==> src/rtl/inst_mem_loader_if.sv <==
// Loader-side bus bundle for inst_mem_loader.
//   start/base_addr/word_count : load request, sampled only when the loader is idle
//   in_data/in_valid/in_ready  : instruction word stream from the boot ROM / debug source
//   mem_we/mem_addr/mem_wdata  : byte write port into the instruction store
//   busy/cpu_hold/done/exc     : status back to the system
// The "slave" modport is the loader itself; "master" is the request/source side.
interface inst_mem_loader_if #(
  parameter int unsigned INST_ADDR_WIDTH = 16,
  parameter int unsigned INST_DATA_WIDTH = 16
);
  logic                       start;
  logic [INST_ADDR_WIDTH-1:0] base_addr;
  logic [15:0]                word_count;
  logic [INST_DATA_WIDTH-1:0] in_data;
  logic                       in_valid;
  logic                       in_ready;
  logic                       mem_we;
  logic [INST_ADDR_WIDTH-1:0] mem_addr;
  logic [7:0]                 mem_wdata;
  logic                       busy;
  logic                       cpu_hold;
  logic                       done;
  logic                       exc;

  modport slave (
    input  start, base_addr, word_count, in_data, in_valid,
    output in_ready, mem_we, mem_addr, mem_wdata, busy, cpu_hold, done, exc
  );

  modport master (
    output start, base_addr, word_count, in_data, in_valid,
    input  in_ready, mem_we, mem_addr, mem_wdata, busy, cpu_hold, done, exc
  );
endinterface

==> src/rtl/inst_mem_loader.sv <==
// Instruction memory loader: streams 16-bit instruction words from a loader source into
// the byte-addressed instruction store as two little-endian byte writes (low byte at
// addr, high byte at addr+1), holding the CPU off while a load is in progress.
// Ports:
//   clk  : clock, all state changes on posedge
//   rst  : asynchronous reset, active-low
//   bus  : inst_mem_loader_if.slave (request, word stream, byte write port, status)
// Every output is decoded from registered state only.
module inst_mem_loader #(
  parameter int unsigned INST_ADDR_WIDTH = 16,
  parameter int unsigned INST_DATA_WIDTH = 16,
  parameter int unsigned INST_MEM_SIZE   = 4096
) (
  input logic              clk,
  input logic              rst,
  inst_mem_loader_if.slave bus
);

  localparam int unsigned CountWidth  = 16;
  localparam int unsigned LastWordInt = INST_MEM_SIZE - 2;
  // One extra bit so a pointer that has run past the top of a 64 KiB map still compares high.
  localparam logic [INST_ADDR_WIDTH:0] LastWordAddr = LastWordInt[INST_ADDR_WIDTH:0];

  typedef enum logic [2:0] {
    StIdle,
    StWait,
    StWrLo,
    StWrHi,
    StDone,
    StErr
  } state_e;

  state_e                     state_q, state_d;
  logic [INST_ADDR_WIDTH-1:0] ptr_q, ptr_d;
  logic [CountWidth-1:0]      remaining_q, remaining_d;
  logic [INST_DATA_WIDTH-1:0] word_q, word_d;
  logic                       exc_q, exc_d;
  logic                       busy;

  always_ff @(posedge clk or negedge rst) begin
    if (!rst) begin
      state_q     <= StIdle;
      ptr_q       <= '0;
      remaining_q <= '0;
      word_q      <= '0;
      exc_q       <= 1'b0;
    end else begin
      state_q     <= state_d;
      ptr_q       <= ptr_d;
      remaining_q <= remaining_d;
      word_q      <= word_d;
      exc_q       <= exc_d;
    end
  end

  // Next-state logic.
  always_comb begin
    state_d     = state_q;
    ptr_d       = ptr_q;
    remaining_d = remaining_q;
    word_d      = word_q;
    exc_d       = exc_q;

    unique case (state_q)
      StIdle: begin
        if (bus.start) begin
          ptr_d       = bus.base_addr;
          remaining_d = bus.word_count;
          exc_d       = 1'b0;
          if (bus.word_count == '0) begin
            state_d = StDone;
          end else if (bus.base_addr[0]) begin
            state_d = StErr;
          end else begin
            state_d = StWait;
          end
        end
      end
      StWait: begin
        if (bus.in_valid) begin
          word_d = bus.in_data;
          // Range check happens before any byte of this word is written.
          if ({1'b0, ptr_q} > LastWordAddr) begin
            state_d = StErr;
          end else begin
            state_d = StWrLo;
          end
        end
      end
      StWrLo: begin
        state_d = StWrHi;
      end
      StWrHi: begin
        ptr_d       = ptr_q + INST_ADDR_WIDTH'(2);
        remaining_d = remaining_q - CountWidth'(1);
        if (remaining_q == CountWidth'(1)) begin
          state_d = StDone;
        end else begin
          state_d = StWait;
        end
      end
      StDone: begin
        state_d = StIdle;
      end
      StErr: begin
        exc_d   = 1'b1;
        state_d = StIdle;
      end
      default: begin
        state_d = StIdle;
      end
    endcase
  end

  // Output decode; address and data are forced to zero outside the write states.
  always_comb begin
    bus.in_ready  = 1'b0;
    bus.mem_we    = 1'b0;
    bus.mem_addr  = '0;
    bus.mem_wdata = '0;
    bus.done      = 1'b0;

    unique case (state_q)
      StWait: begin
        bus.in_ready = 1'b1;
      end
      StWrLo: begin
        bus.mem_we    = 1'b1;
        bus.mem_addr  = ptr_q;
        bus.mem_wdata = word_q[7:0];
      end
      StWrHi: begin
        bus.mem_we    = 1'b1;
        bus.mem_addr  = ptr_q + INST_ADDR_WIDTH'(1);
        bus.mem_wdata = word_q[INST_DATA_WIDTH-1:8];
      end
      StDone: begin
        bus.done = 1'b1;
      end
      default: ;
    endcase

    busy         = (state_q != StIdle);
    bus.busy     = busy;
    bus.cpu_hold = busy;
    bus.exc      = exc_q;
  end

endmodule

==> src/flat_wrapper.sv <==
// flat-port wrapper written by rule: the top's interface ports become plain ports
module inst_mem_loader_flat 
#(
  parameter int unsigned INST_ADDR_WIDTH = 16,
  parameter int unsigned INST_DATA_WIDTH = 16,
  parameter int unsigned INST_MEM_SIZE   = 4096
)
  (clk, rst, bus_start, bus_base_addr, bus_word_count, bus_in_data, bus_in_valid, bus_in_ready, bus_mem_we, bus_mem_addr, bus_mem_wdata, bus_busy, bus_cpu_hold, bus_done, bus_exc);
  inst_mem_loader_if #(.INST_ADDR_WIDTH(INST_ADDR_WIDTH), .INST_DATA_WIDTH(INST_DATA_WIDTH)) bus_i ();
  input logic clk;
  input logic rst;
  input wire logic [$bits(bus_i.start)-1:0] bus_start;
  input wire logic [$bits(bus_i.base_addr)-1:0] bus_base_addr;
  input wire logic [$bits(bus_i.word_count)-1:0] bus_word_count;
  input wire logic [$bits(bus_i.in_data)-1:0] bus_in_data;
  input wire logic [$bits(bus_i.in_valid)-1:0] bus_in_valid;
  output wire logic [$bits(bus_i.in_ready)-1:0] bus_in_ready;
  output wire logic [$bits(bus_i.mem_we)-1:0] bus_mem_we;
  output wire logic [$bits(bus_i.mem_addr)-1:0] bus_mem_addr;
  output wire logic [$bits(bus_i.mem_wdata)-1:0] bus_mem_wdata;
  output wire logic [$bits(bus_i.busy)-1:0] bus_busy;
  output wire logic [$bits(bus_i.cpu_hold)-1:0] bus_cpu_hold;
  output wire logic [$bits(bus_i.done)-1:0] bus_done;
  output wire logic [$bits(bus_i.exc)-1:0] bus_exc;
  assign bus_i.start = bus_start;
  assign bus_i.base_addr = bus_base_addr;
  assign bus_i.word_count = bus_word_count;
  assign bus_i.in_data = bus_in_data;
  assign bus_i.in_valid = bus_in_valid;
  assign bus_in_ready = bus_i.in_ready;
  assign bus_mem_we = bus_i.mem_we;
  assign bus_mem_addr = bus_i.mem_addr;
  assign bus_mem_wdata = bus_i.mem_wdata;
  assign bus_busy = bus_i.busy;
  assign bus_cpu_hold = bus_i.cpu_hold;
  assign bus_done = bus_i.done;
  assign bus_exc = bus_i.exc;
  inst_mem_loader #(.INST_ADDR_WIDTH(INST_ADDR_WIDTH), .INST_DATA_WIDTH(INST_DATA_WIDTH), .INST_MEM_SIZE(INST_MEM_SIZE)) u_core (.clk(clk), .rst(rst), .bus(bus_i));
endmodule
==> config.mk <==
export PLATFORM = sky130hd
export DESIGN_NAME = inst_mem_loader_flat
export DESIGN_NICKNAME = d
export VERILOG_FILES = /design/src/rtl/inst_mem_loader_if.sv /design/src/rtl/inst_mem_loader.sv /design/src/flat_wrapper.sv
export SDC_FILE = /design/constraint.sdc
export NUM_CORES = 1
export LEC_CHECK = 0
export ABC_AREA = 1
export BUFFER_PORTS_ARGS = -buffer_cell sky130_fd_sc_hd__buf_2
export CORE_ASPECT_RATIO = 0.75
export CORE_MARGIN = 4
export CORE_UTILIZATION = 30
export CTS_BUF_LIST = sky130_fd_sc_hd__clkbuf_8
export CTS_CLUSTER_SIZE = 20
export DETAILED_ROUTE_END_ITERATION = 8
export HOLD_SLACK_MARGIN = 0.02
export PLACE_DENSITY = 0.5
export SLEW_MARGIN = 20
export SYNTH_ARGS = -nofsm -noshare
export SYNTH_HDL_FRONTEND = slang
export SYNTH_SLANG_ARGS = --single-unit
==> constraint.sdc <==
create_clock -name clk -period 3.08 [get_ports clk]
set_clock_uncertainty 0.2 [all_clocks]
set_input_delay 0.924 -clock clk [delete_from_list [all_inputs] [get_ports clk]]
set_output_delay 0.924 -clock clk [all_outputs]
set_load 0.05 [all_outputs]
Word level (Yosys, flattened, before mapping)
Cells that the tools add are included.

Register bits after elaboration: 52. Bits in latches: 0. Bits in writable memories: 0. Bits in read-only memories: 0. Input port bits: 52. Output and inout port bits: 30. Logic and storage cells: 45. Memories: 0.

$add $sub $neg: 3. Multipliers: 0. Div/mod/pow operators: 0. Order comparisons: 1. Equality and inequality tests: 8. Shift-type cells: 0. Muxes and demuxes: 18. Bitwise gates (word level): 0. Reduce and logical (&&, ||, !) cells: 10.

Operators by type and width (count): $pmux W16 S2 (3); $mux W16 (2); $mux W3 (6); $add A16 B1 Y16 const B (1); $add A16 B2 Y16 const B (1); $eq A16 B1 Y1 const B (1); $gt A16 B12 Y1 const B (1); $logic_not A16 Y1 (1); $pmux W8 S2 (1); $sub A16 B1 Y16 const B (1); $pmux W3 S4 (1); $reduce_and A2 Y1 (4); $eq A3 B2 Y1 const B (2); $eq A3 B3 Y1 const B (2); $mux W1 (4); $ne A2 B2 Y1 const B (2); $reduce_bool A2 Y1 (2); $eq A3 B1 Y1 const B (1); $logic_not A3 Y1 (1); $reduce_bool A3 Y1 (1); $pmux W1 S2 (1); $reduce_or A2 Y1 (1).

Logic depth before layout (Yosys ltp)
Gate-level depths: netlist of run 1.

Word-level depth: 4. Depth in mapped cells: 10.

Worst setup path before layout of run 1
Ideal clock, no wire load.

Kind: reg2out. Start point: register u_core.state_q[1]. End point: output port bus_mem_addr[8]. Arrival time: 2.739 ns. Required time: 1.956 ns. Setup slack: -0.783 ns. Stages on the path, launching flop included: 5. Path buffers: 0. Cell sequence: dfrtp_1 > inv_1 > nor2_1 > inv_1 > a211oi_1.

Longest elaborated chain between the ends: 2.

RTL lines: from (decl) (RTL line inst_mem_loader.sv:33) `state_e state_q, state_d;`; from (signal assigned) (RTL line inst_mem_loader.sv:42) `state_q <= StIdle;`; from (signal assigned) (RTL line inst_mem_loader.sv:48) `state_q <= state_d;`; $eq A3 B2 Y1 (RTL line inst_mem_loader.sv:123) `unique case (state_q)`; $pmux W16 S2 (*) (RTL line inst_mem_loader.sv:123); to (decl) (RTL line flat_wrapper.sv:19) `output wire logic [$bits(bus_i.mem_addr)-1:0] bus_mem_addr;`.

Mark *: on every way between the ends. The rest lies on a longest branch, timed or not.

Worst setup path in the final report of run 1
Start point: register u_core.ptr_q[1]. End point: output port bus_mem_addr[15].

Longest elaborated chain between the ends: 2.

RTL lines: from (decl) (RTL line inst_mem_loader.sv:34) `logic [INST_ADDR_WIDTH-1:0] ptr_q, ptr_d;`; from (signal assigned) (RTL line inst_mem_loader.sv:49) `ptr_q <= ptr_d;`; $add A16 B1 Y16 (RTL line inst_mem_loader.sv:134) `bus.mem_addr = ptr_q + INST_ADDR_WIDTH'(1);`; $pmux W16 S2 (RTL line inst_mem_loader.sv:123).

No other way between the ends.

==> results.txt, run 1 <==
The logs give 4040 sq um for the post-detailed-placement cell area and 36 for the largest net degree at the start of global routing. Power spread over the standard cell area amounts to 899.4 nW/um^2. After detailed routing, the total wire length is 10580 microns. The wire-length estimate of the detail-placed layout is 7983 microns.

Synthesis produced 455 cells. The hold-critical path depth came out at 1. The worst hold path endpoint was u_core.word_q[12].

Multi-input logic area: 1953 sq um. After clock tree synthesis, the clock-pin slew on the worst setup and hold paths is 0.11 ns. The tools report the sequential-to-total area share from yosys stat as 38.39%.

TritonCTS built the clock tree. The overall die width is 130.7 microns. The tool flagged a number of max-cap violations equal to 0. The number of detailed-routing iterations run before antenna repair is 5. The tree is rooted in a clkbuf_8. The die covers 13080 sq um. Routability-driven placement finished with a final weighted congestion of 0.8768.

The number of nets handed over by synthesis was 512. Yosys printed 0 warnings. The required time of the critical path is 1.96 ns.

Setup violations remaining at the end of the flow were counted as 0. The critical path start-end classification is reg2out. Measured in cells, the most critical reg-to-reg path has a length of 7. Once the floorplan was initialized, standard cells occupied 30.86% of the core.

From bottom edge to top edge, the die measures 100.1 microns. Data arrives at the worst endpoint at 1.91 ns. The clock passes through at most 2 buffers. The worst hold path begins at u_core.word_q[12]. In this run the standard cell core region covers 10980 sq um.

After detailed routing, the average wire length per cell comes to 15.32 microns. The worst register-to-register path begins at u_core.state_q[0]. In this run the worst path has a maximum fanout of 6.

After layout, the minimum clock period comes to 3.038 ns. The run gives 2 as the maximum level of the CTS H-tree. Summing all flip-flop and latch instances after layout gives 1306 sq um. The run finished with clean final reports. The tools report the leakage dissipation as 2.075 nW. For the pin with the worst max-slew slack, the measured transition is 0.6367 ns. For the share of the core filled with cells, the log shows 39.67%. Setup repair after global routing could not meet its margin everywhere. Cells with a size suffix above 1 make up 29.58% of the layout.

The tools report the critical path endpoint category as an output pin. The run gives 0.32 ns as the source-to-sink clock delay at the later pin of the worst-skew pair. IR analysis of the VDD net gives a maximum drop of 0.4005 mV. 82 I/O pins were placed. The run gives 35 as the number of distinct library cells after synthesis. CTS buffer count: 5. Synthesis inferred 52 register bits. The remaining number of nets flagged by the antenna check after routing was 0.

The highest clock frequency the design can meet was 0.3292 GHz; the number of nets in the finished design was 607. Row generation in the floorplan step produced 33 rows. The synthesis-to-layout area growth came out at 28.53%. The total DRC errors in the routed layout is 0, and the setup slack of the most critical reg-to-reg path is 0.77 ns. For this design, the sink count on the clock tree is 52. The worst path uses 98.64% of the clock period.

The total of buffers placed on input and output ports is 81, and the number of hold violations in the final report is 0. The count of routing violations after the opening detailed-route iteration was 202; the count of inserted antenna diode cells was 0. The cell area after synthesis was 3390 sq um. Worst min-delay path class: reg2reg. The total routing usage reported by global routing is 16.44%, and the total via count in the routed design is 3415. In this run the critical register-to-register path is captured at u_core.ptr_q[14].

The first global-routing pass estimated 16790 microns of wire. After detailed routing, the number of vias per cell comes to 4.942. The sort of element at the start of the critical path was a flip-flop.

The post-route cell area is 4357 sq um. For the via count of the first global-routing pass, the log shows 3270. The layout filler cell count came out at 1172. In this run the tightest slew margin relative to its limit is 57.51%. The remaining global-route overflow is 0. The initial antenna violation count was 0; the average footprint of a synthesized cell was 7.449 sq um.

For the count of final max-slew check failures, the log shows 0. The number of hold buffers added after CTS was 0.
[where the power goes]
group,switching [mW],total [mW],internal [mW]
combinational,1.29,2.06,0.765
clock,0.244,0.510,0.266
sequential,0.327,1.35,1.02
total,1.86,3.92,2.06
[worst max-delay path, stage by stage, from the launching register on]
cell and delay [ns]:
dfrtp_1 0.37, ha_2 0.20, nand2_2 0.08, nor2_4 0.18
nand4_1 0.16, nor2_1 0.15, xor2_1 0.15, nand2_1 0.07
nand2_1 0.08, buf_6 0.16
[per-layer routing]
layer  vias up  track usage, %  wire length [microns]
li1       1702               -                      -
met1      1603           25.38                   5440
met2       102           23.72                   4488
met3         8           2.819                    568
met4         0           3.953                     85
met5         -               0                      0
[placed cells by master, fill, tap and decap left out, drive strengths merged]
cell type / count
inv: 41
o211ai: 8
bufinv: 1
nor4: 1
mux2: 16
o21bai: 1
nand3: 31
o221ai: 2
or2: 1
o41ai: 1
nor2: 70
nor3: 7
nand3b: 1
o32ai: 1
a211oi: 2
o22ai: 7
xor2: 10
clkinv: 1
nand2: 114
xnor2: 1
buf: 101
ha: 5
a31oi: 2
dfrtp: 52
o21ai: 30
nand4: 6
o21a: 2
clkbuf: 10
a22o: 9
a21oi: 17
[logic make-up (layout without fill, tap and decap cells)]
group,after synthesis,after routing,share of synthesized area [%]
AO/OA/AOI/OAI,82,82,14.84
adder cells (fa/ha/maj),5,5,1.846
flip-flops,52,52,38.39
multiplexers,16,16,6.423
AND/OR/NAND/NOR,231,231,28.28
buffers and inverters,58,154,7.383
XOR/XNOR,11,11,2.842
[registers in the layout (all words and copies together), names as in the netlist]
register,cells
u_core.bus.exc,1
u_core.ptr_q,16
u_core.remaining_q,16
u_core.state_q,3
u_core.word_q,16
[worst max path at each step]
stage                             to               from  cells past startpoint  slack (ns)
global route        bus_mem_addr[15]    u_core.ptr_q[1]                      9       -0.07
CTS                 bus_mem_addr[12]    u_core.ptr_q[0]                      7       -0.04
detailed placement  bus_mem_addr[13]    u_core.ptr_q[1]                     10        0.18
finish              bus_mem_addr[15]    u_core.ptr_q[1]                      9        0.04
floorplan            bus_mem_addr[8]  u_core.state_q[1]                      4      0.0003
global placement    bus_mem_addr[13]    u_core.ptr_q[1]                     10        0.20
[timing repair]
item | in CTS | in global routing
endpoints found under the setup margin | 17 | 20
buffers inserted | 2 | 6
resized for setup | 20 | 27
pin swaps | 9 | 10
[layout make-up]
class	instances	share of cell area [%]
multi-input combinational	345	44.83
sequential	52	29.98
timing repair buffer	105	14.79
tap	140	4.021
inverter	41	3.590
clock buffer	6	1.895
clock inverter	2	0.8903
[synth_stat cells]
cell,instances,area (sq um)
nand3b_1,1,7.510
xnor2_1,1,8.760
a31oi_1,2,12.51
o221ai_1,2,17.52
buf_4,3,22.52
nand3_1,31,155.2
o211ai_1,8,60.06
a211oi_1,2,15.01
inv_2,2,7.510
nor3_2,1,10.01
ha_1,5,62.56
o22ai_1,7,43.79
nor3_1,6,30.03
mux2_2,6,67.56
dfrtp_1,52,1301
or2_2,1,6.260
o32ai_1,1,8.760
nor2_1,69,259.0
mux2_4,10,150.1
a22o_1,9,78.83
o21bai_1,1,7.510
buf_2,8,40.04
o21a_1,2,15.01
o41ai_1,1,8.760
inv_1,39,146.4
nand2_1,113,424.2
nand4_1,6,37.54
clkbuf_1,5,18.77
nand2_4,1,11.26
nor2_4,1,11.26
buf_8,1,15.01
nor4_1,1,6.260
a21oi_1,17,85.08
xor2_1,10,87.58
o21ai_0,30,150.1
[stage by stage]
step	setup slack, ns	hold WS, ns	total power, mW	instances	TNS [ns]
after floorplan	0.0003411	0.2804	2.767	455	0
after global placement	0.1986	0.2897	3.264	675	0
after detailed placement	0.1780	0.2951	3.280	675	0
after CTS	-0.04092	0.3193	3.850	685	-0.09634
after global routing	-0.07428	0.3378	4.239	691	-0.2972
final	0.04190	0.3172	3.918	691	0
Note: power is estimated with default switching activity, not from simulation.
==> inputs of run 2 (changes only) <==
--- a/config.mk
+++ b/config.mk
@@ -10,7 +10,7 @@
 export CORE_ASPECT_RATIO = 0.75
 export CORE_MARGIN = 4
 export CORE_UTILIZATION = 30
-export CTS_BUF_LIST = sky130_fd_sc_hd__clkbuf_8
+export CTS_BUF_LIST = sky130_fd_sc_hd__clkbuf_4 sky130_fd_sc_hd__clkbuf_8 sky130_fd_sc_hd__clkbuf_16
 export CTS_CLUSTER_SIZE = 20
 export DETAILED_ROUTE_END_ITERATION = 8
 export HOLD_SLACK_MARGIN = 0.02
==> run 2 against run 1 <==
Count of clock-buffer cells in the layout unchanged; routed wire length down 0.43%; via count down 1.4%; sequential power about the same; largest power group unchanged; sequential cell count unchanged; clock power up 31%; non-clock buffer count down 6; combinational power down 3%; die area unchanged; register-to-register slack worse by 0.03 ns; final cell count down 0.87%.
==> results.txt, run 2 (synthesized netlist as in run 1, its figures left out) <==
The floorplan step set the die width to 130.7 microns. For the post-detailed-placement cell area, the log shows 4040 sq um. The tools report the number of nets in the finished design as 601. From bottom edge to top edge, the die measures 100.1 microns.

The proportion of layout cells with a drive suffix above 1 came out at 28.99%. TritonCTS built the clock tree. The HPWL after detailed placement was 7983 microns. The most critical setup path has its startpoint at u_core.ptr_q[1].

For the highest clock frequency the design can meet, the log shows 0.3271 GHz. The first detailed-routing pass took 5 iterations. Net switching is 46.29% of the power.

The tool flagged a number of max-cap violations equal to 0. Power spread over the standard cell area amounts to 928.7 nW/um^2. The later pin in the worst-skew pair is clocked with a latency of 0.30 ns. The sequential share of power was 33.8%; the per-cell routed wire length was 15.38 microns. No sink is reached through more buffers than the 2 on the longest clock path. Largest net degree at the start of global routing: 36.

The repair_antennas step left the layout with diodes totalling 0. The routability-driven placement congestion ratio was 0.8768; the total of buffers placed on input and output ports was 81. The largest registers in the layout are u_core.ptr_q (16), u_core.remaining_q (16), u_core.word_q (16). After clock tree synthesis, the flow added hold-fix buffers numbering 0. The tools report the cell row count as 33. The data arrival time at the worst-slack endpoint is 1.93 ns. Counting every sink on the clock net gives 52. Setup repair after global routing could not meet its margin everywhere.

The region available for standard cell placement spans 10980 sq um. Of all nets on the critical path, the largest fanout is 6. The count of routing violations after the opening detailed-route iteration was 262. The critical path start-end classification was reg2out. The logs give 13080 sq um for the floorplan die area and 0 for the setup-violating endpoint count in the final report.

The worst path needs 3.057 ns of the cycle, external delays included. The first global-routing pass estimated 16730 microns of wire. Using the TritonRoute via totals, the vias-per-cell ratio works out to 4.914. The post-route cell area came out at 4345 sq um. STA classifies the critical path startpoint as a flip-flop. The tools report the total via count in the routed design as 3366. Maximum level of the CTS H-tree: 2. At the pin with the least slew margin, the transition time is 0.6514 ns. The worst setup path is captured at an output pin. After detailed placement, the design holds a cell count of 675. The number of hold violations in the final report is 0.

The cell sitting at the root of the clock tree is a clkbuf_16. The total length of routed wires is 10540 microns. The analysis attributes to cell leakage a power of 2.073 nW. The CTS buffer count is 5.

The initial antenna violation count is 0, and the internal power of the cells is 2.168 mW. For this run, design rule violations remaining after detail routing come to 0. Leaving out fill and tap cells, the most frequent cell in the layout is nand2_1. Across the VDD grid, the largest voltage drop is 0.3829 mV. Adding up every negative setup slack in the final design gives 0 ns. The via count of the first global-routing pass was 3245; the required time of the critical path was 1.96 ns.

In the layout the commonest cells are nand2_1 (108), buf_2 (74), nor2_1 (61). For the top-level port count, the log shows 82. Global routing consumed, over all layers together, 16.32% of the routing resources. The startpoint identified for the worst register-to-register timing path is u_core.state_q[0].

Final hold analysis gives a worst-case slack of 0.3112 ns. After the flow finishes, the layout carries non-filler instances totaling 685. The worst hold path belongs to the class reg2reg. The net switching power figure came out at 1.868 mW. The clock slew seen by the registers of the worst setup and hold paths works out to 0.07 ns.

Post-route fraction of the period consumed by the critical path: 99.26%. The count of nets left with antenna violations once routing finished came out at 0. The logs give 0 for the remaining global-route overflow and 30.86% for the initial cell density of the core. The run finished with clean final reports. The synthesis-to-layout area growth came out at 28.20%. The layout filler cell count was 1175. The count of final max-slew check failures was 0.

The combinational share of power came out at 49.6%. The clock network accounts for 16.6% of the total power. For the worst max-slew margin expressed relative to the limit, the log shows 56.53%. The launch point of the worst hold path was u_core.word_q[14].
## run 2: changes by cell type in the layout (fill, tap and decap cells not counted), sizes merged
cell	before	now
clkbuf	10	8
buf	101	97
## run 2: final cells by class
cell class                 instances  area, sq um  share of cell area, %
inverter                          41        153.9                  3.542
clock buffer                       6        138.9                  3.196
sequential                        52         1305                  30.03
timing repair buffer              99        589.3                  13.56
tap                              140        175.2                  4.031
clock inverter                     2        38.79                 0.8926
multi-input combinational        345         1944                  44.75
## run 2: final timing paths
kind                       slack [ns]  depth (start not counted)               endpoint
setup / recovery                 0.02                          9       bus_mem_addr[15]
hold / removal                   0.31                          1      u_core.word_q[14]
setup reg to reg                 0.74                          7       u_core.ptr_q[14]
hold reg to reg                  0.31                          1      u_core.word_q[14]
max in group asynchronous        1.75                          2        u_core.ptr_q[8]
min in group asynchronous        0.37                          1  u_core.remaining_q[4]
## run 2: per-stage QoR
| step | util, % | power [mW] | setup slack (ns) |
|---|---|---|---|
| 2_1_floorplan | - | 2.767 | 0.0003411 |
| 3_3_place_gp | 36.79 | 3.264 | 0.1986 |
| 3_5_place_dp | 36.79 | 3.280 | 0.1780 |
| 4_1_cts | 38.77 | 3.992 | -0.04061 |
| 5_1_grt | 39.56 | 4.354 | -0.07259 |
| 6_report | 39.56 | 4.036 | 0.02288 |
## run 2: worst max-delay path: stages, from the launching register on
cell and delay, ns:
dfrtp_1 0.35, ha_2 0.20, nand2_2 0.08, nor2_4 0.20
nand4_1 0.18, nor2_1 0.15, xor2_1 0.16, nand2_1 0.06
nand2_1 0.09, buf_6 0.16
## run 2: routing by layer
| layer | track usage (%) | wire (microns) | vias to the layer above |
|---|---|---|---|
| met5 | 0 | 0 | - |
| met4 | 3.715 | 119 | 0 |
| met3 | 2.872 | 560 | 12 |
| met2 | 23.48 | 4389 | 99 |
| met1 | 25.28 | 5468 | 1562 |
| li1 | - | - | 1693 |
## run 2: repair_timing
item / 4_1_cts / 5_1_grt
buffers inserted: 1 / 1
pin swaps: 4 / 12
gates resized for setup: 12 / 28
setup endpoints to repair: 13 / 14
cloned: 0 / 0
endpoints found under the hold margin: 0 / 0
## run 2: power groups by stage
stage / sequential [mW] / clock, mW / combinational [mW]
global route: 1.41 / 0.720 / 2.22
finish: 1.36 / 0.670 / 2.00
floorplan: 1.29 / 0 / 1.48
detailed placement: 1.35 / 0 / 1.93
CTS: 1.35 / 0.688 / 1.95
global placement: 1.35 / 0 / 1.91
==> inputs of run 3 (changes only) <==
--- a/config.mk
+++ b/config.mk
@@ -11,10 +11,10 @@
 export CORE_MARGIN = 4
 export CORE_UTILIZATION = 30
 export CTS_BUF_LIST = sky130_fd_sc_hd__clkbuf_4 sky130_fd_sc_hd__clkbuf_8 sky130_fd_sc_hd__clkbuf_16
-export CTS_CLUSTER_SIZE = 20
 export DETAILED_ROUTE_END_ITERATION = 8
 export HOLD_SLACK_MARGIN = 0.02
 export PLACE_DENSITY = 0.5
+export SETUP_SLACK_MARGIN = 0.5
 export SLEW_MARGIN = 20
 export SYNTH_ARGS = -nofsm -noshare
 export SYNTH_HDL_FRONTEND = slang
==> run 3 against run 2 <==
Clock power down 11%; non-clock buffer count up 37; first-iteration DRC count shrank 5.0%; largest cell class unchanged; highest routed layer unchanged.
==> results.txt, run 3 (synthesized netlist as in run 1, its figures left out) <==
The launching element of the worst setup path was u_core.ptr_q[1]. TritonCTS built the clock tree. Buffers inserted to repair hold after CTS numbered 0. Setup repair after global routing could not meet its margin everywhere. The sort of element at the start of the critical path was a flip-flop. The required time of the critical path is 1.96 ns, and the count of inserted antenna diode cells is 0.

Detailed placement ended at an HPWL of 8509 microns. Dividing the final minimum period by the clock period gives 97.69%. The setup-violating endpoint count in the final report is 0.

VDD sags by at most 0.5712 mV. The run gives 0 as the remaining number of nets flagged by the antenna check after routing. The logs give 36 for the largest net degree at the start of global routing and 82 for the top-level port count. In this run the tightest slew margin relative to its limit is 54.67%.

The initial cell density of the core is 30.86%. Of the cells placed in the final design, the portion with a size suffix greater than 1 is 42.44%. For the met2 track demand over resource, the log shows 26.85%. The number of detailed-routing iterations run before antenna repair came out at 5. After the first detailed-routing iteration, the DRC count stood at 249. Accumulated negative setup slack: 0 ns. The most frequent standard cell in the layout excluding fill and tap cells was nand2_1. The tools report the count of final max-slew check failures as 0. The highest-delay cell along the critical path was dfrtp_1. The largest incremental delay on the critical path came out at 0.40 ns. In this run the clock root is driven by a clkbuf_16. The tools report the source of the worst register-to-register timing path as u_core.state_q[2].

The H-tree was split into 2 levels. The pin slew with the least headroom to its limit was 0.6792 ns; the post-layout minimum cycle time was 3.009 ns. Dividing total power by cell area gives a power density of 892.4 nW/um^2. For this run the aggregate overflow at the end of global routing stands at 0. The clock slew seen by the registers of the worst setup and hold paths works out to 0.07 ns. The critical path goes through ha_4 -> nand2_4 -> nor2_4 -> nand4_1 -> nor2_2 -> xor2_1 -> nand2_1 -> nand2_4 -> buf_8. Of all nets on the critical path, the largest fanout is 4.

The run gives 0.29 ns as the source-to-sink clock delay at the later pin of the worst-skew pair. Among the stages of the critical path, the cell type that occurs most often is nand2_4. Before CTS, the worst setup slack after placement is 0.2159 ns.

Total DRC errors in the routed layout: 0. Measured along the y axis, the die boundary spans 100.1 microns. In the final layout, the multi-input gates occupy 2342 sq um.

The tool flagged a number of max-cap violations equal to 0. Total of buffers placed on input and output ports: 81. The launch point of the worst hold path is u_core.bus.exc. The path class of the tightest hold or removal check is reg2reg. The run finished with clean final reports.

At the end of routability-driven placement, the weighted congestion stood at 0.8837. The leakage dissipation was 2.417 nW; the floorplan die area was 13080 sq um. Data on the critical path arrives at its endpoint at 1.88 ns. The number of hold violations in the final report was 0. The largest registers in the layout are u_core.ptr_q (16), u_core.remaining_q (16), u_core.word_q (16). The routed layout has 3643 vias. The overall die width is 130.7 microns, and the cell row count is 33. From synthesis to final layout, the design area changed by 57.48%.

Initial antenna violation count: 0. The global routing stage identified its most utilized layer as met1. The region available for standard cell placement spans 10980 sq um. The maximum count of clock buffers along a single path is 2. The critical path is of the reg2out type. Timing would allow up to 0.3323 GHz.

The first global-routing pass estimated 19150 microns of wire. In this run, CTS created clock tree buffers numbering 5. Summing all flip-flop and latch instances after layout gives 1313 sq um.

Leaving out fill and tap cells, the most frequent cells in the layout are nand2_1 (103), nor2_1 (54), buf_2 (53). For this run, global-route usage on met1 was measured as 29.70%. The tools report the CTS sink count as 52.

The final layout contains routed wiring with a total length of 12130 microns. The final worst-path setup slack was 0.07105 ns; the layout filler cell count was 1028. The post-route total power is 4.763 mW, and the detailed-route vias per instance is 5.046. STA classifies the critical path endpoint as an output pin. Via count of the first global-routing pass: 3588. The per-cell routed wire length is 16.80 microns, and the global routing usage on met3 is 2.926%. For this run, the post-layout net count is 638. Across every metal layer, demand over resource in global routing totals 18.72%.
-- run 3: cell count changes in the layout (fill, tap and decap cells not counted), moves of 6 or more --
cell and delta:
a22o_1 -8, buf_4 +21, buf_8 +18, buf_6 +18
dfrtp_2 +6, a22o_4 +8, nor2_1 -7, dfrtp_1 -6
buf_2 -21
-- run 3: final timing paths --
kind / end / slack [ns] / cells past startpoint
max in group asynchronous: u_core.state_q[1] / 1.69 / 2
hold / removal: u_core.bus.exc / 0.32 / 1
setup reg to reg: u_core.ptr_q[14] / 0.72 / 9
min in group asynchronous: u_core.remaining_q[9] / 0.40 / 1
hold reg to reg: u_core.bus.exc / 0.32 / 1
setup / recovery: bus_mem_addr[15] / 0.07 / 9
-- run 3: area by class of cell --
type / count / area share, %
Clock buffer: 7 / 2.743
Clock inverter: 1 / 0.1406
Inverter: 41 / 3.258
Multi-Input combinational cell: 345 / 43.88
Sequential cell: 52 / 24.59
Tap cell: 140 / 3.282
Timing Repair Buffer: 136 / 22.10
-- run 3: repair_timing --
| item | in CTS | in global routing |
|---|---|---|
| endpoints found under the setup margin | 25 | 28 |
| gates cloned | 3 | 0 |
| resized for setup | 125 | 53 |
| pin swaps | 26 | 23 |
| setup buffers | 21 | 14 |
-- run 3: layer usage --
metal	vias to the layer above	part of all wire (%)	routed length, microns
li1	1773	-	-
met1	1745	50	6055
met2	118	42	5144
met3	7	7.0	844
met4	0	0.72	87
met5	-	0	0
-- run 3: worst max-delay path: cells and delay by family, from the launching register on --
| family | cells | cell delay [ns] |
|---|---|---|
| AND/OR/NAND/NOR | 6 | 0.73 |
| XOR/XNOR | 1 | 0.15 |
| adder cells (fa/ha/maj) | 1 | 0.17 |
| flip-flops | 1 | 0.40 |
| buffers and inverters | 1 | 0.14 |
-- run 3: stage by stage --
stage / util [%] / area [sq um] / hold WS [ns] / instances
finish: 48.60 / 5338 / 0.3176 / 722
detailed placement: 38.47 / 4225 / 0.2951 / 676
CTS: 46.06 / 5059 / 0.3166 / 708
global route: 48.60 / 5338 / 0.3494 / 722
global placement: 38.47 / 4225 / 0.2911 / 676
floorplan: - / 3606 / 0.2804 / 455
-- run 3: where the power goes --
part	switching [mW]	internal [mW]
clock network	0.265	0.334
logic	1.59	1.16
registers	0.380	1.03
